`src/rtl/tt_sweep_pkg.sv`:
```
// Shared types and helpers for the truth-table sweeper.
package tt_sweep_pkg;

    typedef enum logic [1:0] {
        StIdle,
        StRun,
        StDone
    } state_e;

    // Widest sweep index: N_IN max 6, plus one guard bit.
    localparam int unsigned IdxMaxW = 7;

    function automatic logic [IdxMaxW-1:0] gray_enc(input logic [IdxMaxW-1:0] i);
        return i ^ (i >> 1);
    endfunction

endpackage

```
`src/rtl/tt_dwell_timer.sv`:
```
// Dwell counter: counts 0..DWELL-1 while enabled, ticks for one cycle at terminal count.
module tt_dwell_timer #(
    parameter int unsigned DWELL = 20
) (
    input  logic clk,
    input  logic rst_n,
    input  logic en,
    input  logic clr,
    output logic tick
);

    localparam int unsigned CntW = (DWELL > 1) ? $clog2(DWELL) : 1;
    localparam logic [CntW-1:0] LastCnt = CntW'(DWELL - 1);

    logic [CntW-1:0] cnt_q, cnt_d;

    assign tick = en && (cnt_q == LastCnt);

    always_comb begin
        cnt_d = cnt_q;
        if (clr) begin
            cnt_d = '0;
        end else if (en) begin
            cnt_d = tick ? '0 : cnt_q + CntW'(1);
        end
    end

    always_ff @(posedge clk or negedge rst_n) begin
        if (!rst_n) begin
            cnt_q <= '0;
        end else begin
            cnt_q <= cnt_d;
        end
    end

endmodule

```
`src/rtl/tt_sweep.sv`:
```
// Truth-table sweeper: drives every input vector, captures and checks the DUT response.
// Define TT_SWEEP_GRAY_EN to walk the vectors in Gray-code order instead of binary.
module tt_sweep
    import tt_sweep_pkg::*;
#(
    parameter int unsigned N_IN  = 4,
    parameter int unsigned N_OUT = 1,
    parameter int unsigned DWELL = 20
) (
    input  logic                          clk,
    input  logic                          rst_n,
    input  logic                          start,
    input  logic [(1<<N_IN)*N_OUT-1:0]    expected_tt,
    output logic [N_IN-1:0]               stim,
    input  logic [N_OUT-1:0]              dut_resp,
    output logic                          busy,
    output logic                          done,
    output logic                          pass,
    output logic [N_IN:0]                 mismatch_count,
    output logic [N_IN-1:0]               first_fail_idx,
    output logic [(1<<N_IN)*N_OUT-1:0]    captured_tt
);

    localparam int unsigned NumVec = 1 << N_IN;
    localparam logic [N_IN:0] LastIdx = (N_IN + 1)'(NumVec - 1);

    function automatic logic [N_IN-1:0] order(input logic [N_IN:0] i);
`ifdef TT_SWEEP_GRAY_EN
        order = N_IN'(gray_enc(IdxMaxW'(i)));
`else
        order = N_IN'(i);
`endif
    endfunction

    state_e              state_q, state_d;
    logic [N_IN:0]       idx_q, idx_d;
    logic [N_IN-1:0]     stim_q, stim_d;
    logic                done_q, done_d;
    logic                pass_q, pass_d;
    logic [N_IN:0]       mm_q, mm_d;
    logic [N_IN-1:0]     ffi_q, ffi_d;
    logic [N_OUT-1:0]    cap_q [NumVec];
    logic [N_OUT-1:0]    cap_d [NumVec];
    logic [N_OUT-1:0]    exp_q [NumVec];
    logic [N_OUT-1:0]    exp_d [NumVec];
    logic [N_OUT-1:0]    exp_in [NumVec];
    logic [N_IN-1:0]     cur;
    logic                accept;
    logic                tick;

    // Unpacked views keep every table access indexed by an exact-width vector number.
    for (genvar g = 0; g < NumVec; g++) begin : g_tt
        assign exp_in[g]                      = expected_tt[g*N_OUT +: N_OUT];
        assign captured_tt[g*N_OUT +: N_OUT]  = cap_q[g];
    end

    assign accept = start && (state_q != StRun);

    tt_dwell_timer #(
        .DWELL (DWELL)
    ) u_dwell (
        .clk   (clk),
        .rst_n (rst_n),
        .en    (state_q == StRun),
        .clr   (accept),
        .tick  (tick)
    );

    always_comb begin
        state_d = state_q;
        idx_d   = idx_q;
        stim_d  = stim_q;
        done_d  = done_q;
        pass_d  = pass_q;
        mm_d    = mm_q;
        ffi_d   = ffi_q;
        cap_d   = cap_q;
        exp_d   = exp_q;
        cur     = order(idx_q);

        case (state_q)
            StIdle, StDone: begin
                if (start) begin
                    state_d = StRun;
                    idx_d   = '0;
                    stim_d  = order('0);
                    done_d  = 1'b0;
                    pass_d  = 1'b0;
                    mm_d    = '0;
                    ffi_d   = '0;
                    cap_d   = '{default: '0};
                    exp_d   = exp_in;
                end
            end
            StRun: begin
                if (tick) begin
                    cap_d[cur] = dut_resp;
                    if (dut_resp != exp_q[cur]) begin
                        mm_d = mm_q + (N_IN + 1)'(1);
                        if (mm_q == '0) begin
                            ffi_d = cur;
                        end
                    end
                    if (idx_q == LastIdx) begin
                        state_d = StDone;
                        done_d  = 1'b1;
                        stim_d  = '0;
                        pass_d  = (mm_d == '0);
                    end else begin
                        idx_d  = idx_q + (N_IN + 1)'(1);
                        stim_d = order(idx_d);
                    end
                end
            end
            default: state_d = StIdle;
        endcase
    end

    always_ff @(posedge clk or negedge rst_n) begin
        if (!rst_n) begin
            state_q <= StIdle;
            idx_q   <= '0;
            stim_q  <= '0;
            done_q  <= 1'b0;
            pass_q  <= 1'b0;
            mm_q    <= '0;
            ffi_q   <= '0;
            cap_q   <= '{default: '0};
            exp_q   <= '{default: '0};
        end else begin
            state_q <= state_d;
            idx_q   <= idx_d;
            stim_q  <= stim_d;
            done_q  <= done_d;
            pass_q  <= pass_d;
            mm_q    <= mm_d;
            ffi_q   <= ffi_d;
            cap_q   <= cap_d;
            exp_q   <= exp_d;
        end
    end

    assign busy           = (state_q == StRun);
    assign stim           = stim_q;
    assign done           = done_q;
    assign pass           = pass_q;
    assign mismatch_count = mm_q;
    assign first_fail_idx = ffi_q;

endmodule
```
`config.mk`:
```
export PLATFORM = sky130hd
export DESIGN_NAME = tt_sweep
export DESIGN_NICKNAME = d
export VERILOG_FILES = /design/src/rtl/tt_sweep_pkg.sv /design/src/rtl/tt_dwell_timer.sv /design/src/rtl/tt_sweep.sv
export SDC_FILE = /design/constraint.sdc
export NUM_CORES = 1
export LEC_CHECK = 0
export CORE_UTILIZATION = 32
export DETAILED_ROUTE_END_ITERATION = 12
export GPL_TIMING_DRIVEN = 0
export HOLD_SLACK_MARGIN = 0.05
export PLACE_DENSITY = 0.54
export SYNTH_ARGS = -nofsm -noshare
export SYNTH_HDL_FRONTEND = slang
export SYNTH_HIERARCHICAL = 1
export SYNTH_SLANG_ARGS = --single-unit
```
`constraint.sdc`:
```
create_clock -name clk -period 3 [get_ports clk]
set_input_delay 0.6 -clock clk [delete_from_list [all_inputs] [get_ports clk]]
set_output_delay 0.6 -clock clk [all_outputs]
set_load 0.03 [all_outputs]
```
==> impl_metrics.toml <==
[routing]
via_per_inst = 4.98
wl_met2_um = 3340
drtAntennaViolNets = 0
routed_wirelength_um = 7080
drcViolationCount = 0
first_pass_iters = 5
drtIter0Drc = 98
wl_per_cell_um = 15.0
route.met3.wl_um = 241
met1Wirelength_um = 3400
routed-via-count = 2352
highest_layer = "met4"

[min_path]
min_path_type = "input pin to async pin"

[floorplan]
die_area_um2 = 9460
die_h_um = 97.3
core_um2 = 8760
rows = 34
start_util = 0.331
pin_count = 52
fp.dieW_um = 97.3

[synth]
postSynthCellCount = 299
synth_top_area_frac = 0.508
syn_nets = 327
syn_avg_cell_area_um2 = 9.71
synthTopCellsByArea = "dfrtp_1, nand2_1, o21ai_0, ha_1, mux4_1"
yosysMostFrequentCell = "nand2_1"
ys_ff_latch = 59
synth_top_flop_cell = "dfrtp_1"
syn_area_um2 = 2900
synth.distinct_cells = 44
synth-edff-count = 0
async_reset_ff_frac = 1.00
ys_seq_area_frac = 0.508
yosys.area.top_type = "dfrtp_1"
yosys-top-cells-count = "nand2_1, dfrtp_1, o21ai_0, a21oi_1, clkbuf_1"
yosysWarnings = 6

[worst_setup_path]
startpoint_type = "register"
crit_path_end_kind = "register"
crit_path_top_delay_cell = "mux4_1"
worst-path-buf-inv = 2
crit_family = "multiplexers"
critPathMaxStageDelay_ns = 0.57
cp.arrival_ns = 2.88
crit_type = "register to register"
critical_path_required_ns = 3.21
crit_chain = "buf_6 -> mux4_1 -> mux4_2 -> xor2_1 -> buf_6 -> a41oi_1 -> o21ai_0 -> o31ai_1"
path_common_cell = "buf_6"
crit_fanout = 10

[layout]
fill_cells = 895
drive_above_1_share = 0.0879
design_area_um2 = 3730
area_delta_synth_final_pct = 28.4
multiInputGateArea_um2 = 1320
seqCellArea_um2 = 1480
nets = 389
antennaDiodeCount = 0

[global_route]
first_global_vias = 2310
grt_first_pass_wirelength_um = 11700
track_usage = 0.158
overflow = 0
grt_max_degree = 32
grt_antenna_before_repair = 0

[timing]
finalCritPeriodShare = 0.889
hold_ws_ns = 0.300
timing.final.ws_setup_ns = 0.332
setup_viol = 0
timing.fmax_mhz = 375
tightest_slew_ns = 0.684
hold_viol = 0
period_minus_slack_ns = 2.67
final_max_slew_viol_count = 0
finClkSkew_ns = 0.00925
relSlewSlack = 0.544
rsz0062_at_grt = "false"

[cts]
postCtsSetupRepairBufs = 0
numCtsBuffers = 9
cts-root-buf = "clkbuf_8"
cts.path.max_buffers = 2
cts_tree = "yes"
clkSlewWorstSetupHoldPaths_ns = 0.07
cts_max_level = 3
clk_latency_ns = 0.34
ctsHoldBuffers = 0
cts.sinks = 59

[placement]
globalplace.congestion = 0.811
dp_slack_ns = -0.0869
hpwl_um = 4990
portBuffers = 51
post_dp_cell_area_um2 = 3560

[pwr]
power_w = 0.00246
power_density_nw_per_um2 = 659
peakVddDrop_mv = 0.223
leakagePower_nw = 1.68

[run_status]
status = "completed"

[run]
drv_cap = 0
## routing by layer
metal / up-vias / global-route usage
li1: 1168 / -
met4: 0 / 0.0577
met1: 1127 / 0.211
met2: 47 / 0.250
met3: 10 / 0.0360
met5: - / 0
## timing repair
action / in CTS / in global routing
gates resized for setup: 1 / 3
pin swaps: 0 / 0
endpoints found under the setup margin: 8 / 20
## per-stage QoR
stage / instances / utilization / setup TNS (ns)
5_1_grt: 472 / 0.426 / 0
6_report: 472 / 0.426 / 0
3_5_place_dp: 459 / 0.407 / -0.165
3_3_place_gp: 458 / 0.405 / -38.05
4_1_cts: 473 / 0.426 / 0
2_1_floorplan: 299 / - / 0
## final timing paths
kind	start	endpoint	slack, ns	depth (start not counted)
max in group asynchronous	rst_n	u_dwell/cnt_q[2]$_DFFE_PN0P_	2.11	2
worst min-delay path	rst_n	done$_DFFE_PN0P_	0.30	1
worst max register to register	idx_q[1]$_DFFE_PN0P_	mismatch_count[3]$_DFFE_PN0P_	0.33	8
min in group clk	exp_q[15]$_DFFE_PN0P_	exp_q[15]$_DFFE_PN0P_	0.47	2
worst min register to register	exp_q[15]$_DFFE_PN0P_	exp_q[15]$_DFFE_PN0P_	0.47	2
worst max-delay path	idx_q[1]$_DFFE_PN0P_	mismatch_count[3]$_DFFE_PN0P_	0.33	8
## registers in the layout, summed over array words and instances (netlist names)
register,cells
pass,1
idx_q,5
done,1
u_dwell/cnt_q,5
captured_tt,16
exp_q,16
mismatch_count,5
stim,4
state_q,2
first_fail_idx,4
## cells by family (layout without fill, tap and decap cells)
family | Yosys count | in the layout | share of synthesized area
XOR/XNOR | 7 | 7 | 0.0211
buffers and inverters | 25 | 90 | 0.0388
AO/OA/AOI/OAI | 84 | 84 | 0.172
adder cells (fa/ha/maj) | 8 | 8 | 0.0345
AND/OR/NAND/NOR | 110 | 110 | 0.179
flip-flops | 59 | 59 | 0.508
multiplexers | 6 | 6 | 0.0461
## layout make-up
cell class,count,share of cell area
timing repair buffer,52,0.141
clock buffer,11,0.0406
buffer,17,0.0225
multi-input combinational,215,0.353
inverter,7,0.00704
clock inverter,3,0.00403
sequential,59,0.396
tap,108,0.0362
## power by group
| part | switching, W | internal [W] | leakage (nW) | total, W |
|---|---|---|---|---|
| Clock | 0.000304 | 0.000331 | 0.0908 | 0.000635 |
| Sequential | 0.000117 | 0.000949 | 0.782 | 0.00107 |
| Combinational | 0.000417 | 0.000341 | 0.802 | 0.000758 |
## layout by cell type (no fill, tap or decap), drive strengths merged, types with 2 or more instances in the layout
cell type,n
nand2,69
dfrtp,59
clkdlybuf4s50,50
o21ai,42
clkbuf,24
a21oi,15
nor2,10
ha,8
inv,7
a22o,6
buf,6
nor2b,5
xor2,5
a31oi,5
nand3,5
mux4,5
nand2b,4
nor3,4
o31ai,4
o21bai,3
a41oi,3
clkinv,3
and3,3
a21o,2
xnor2,2
and2,2
No activity file was read; power rests on OpenSTA's default activity.
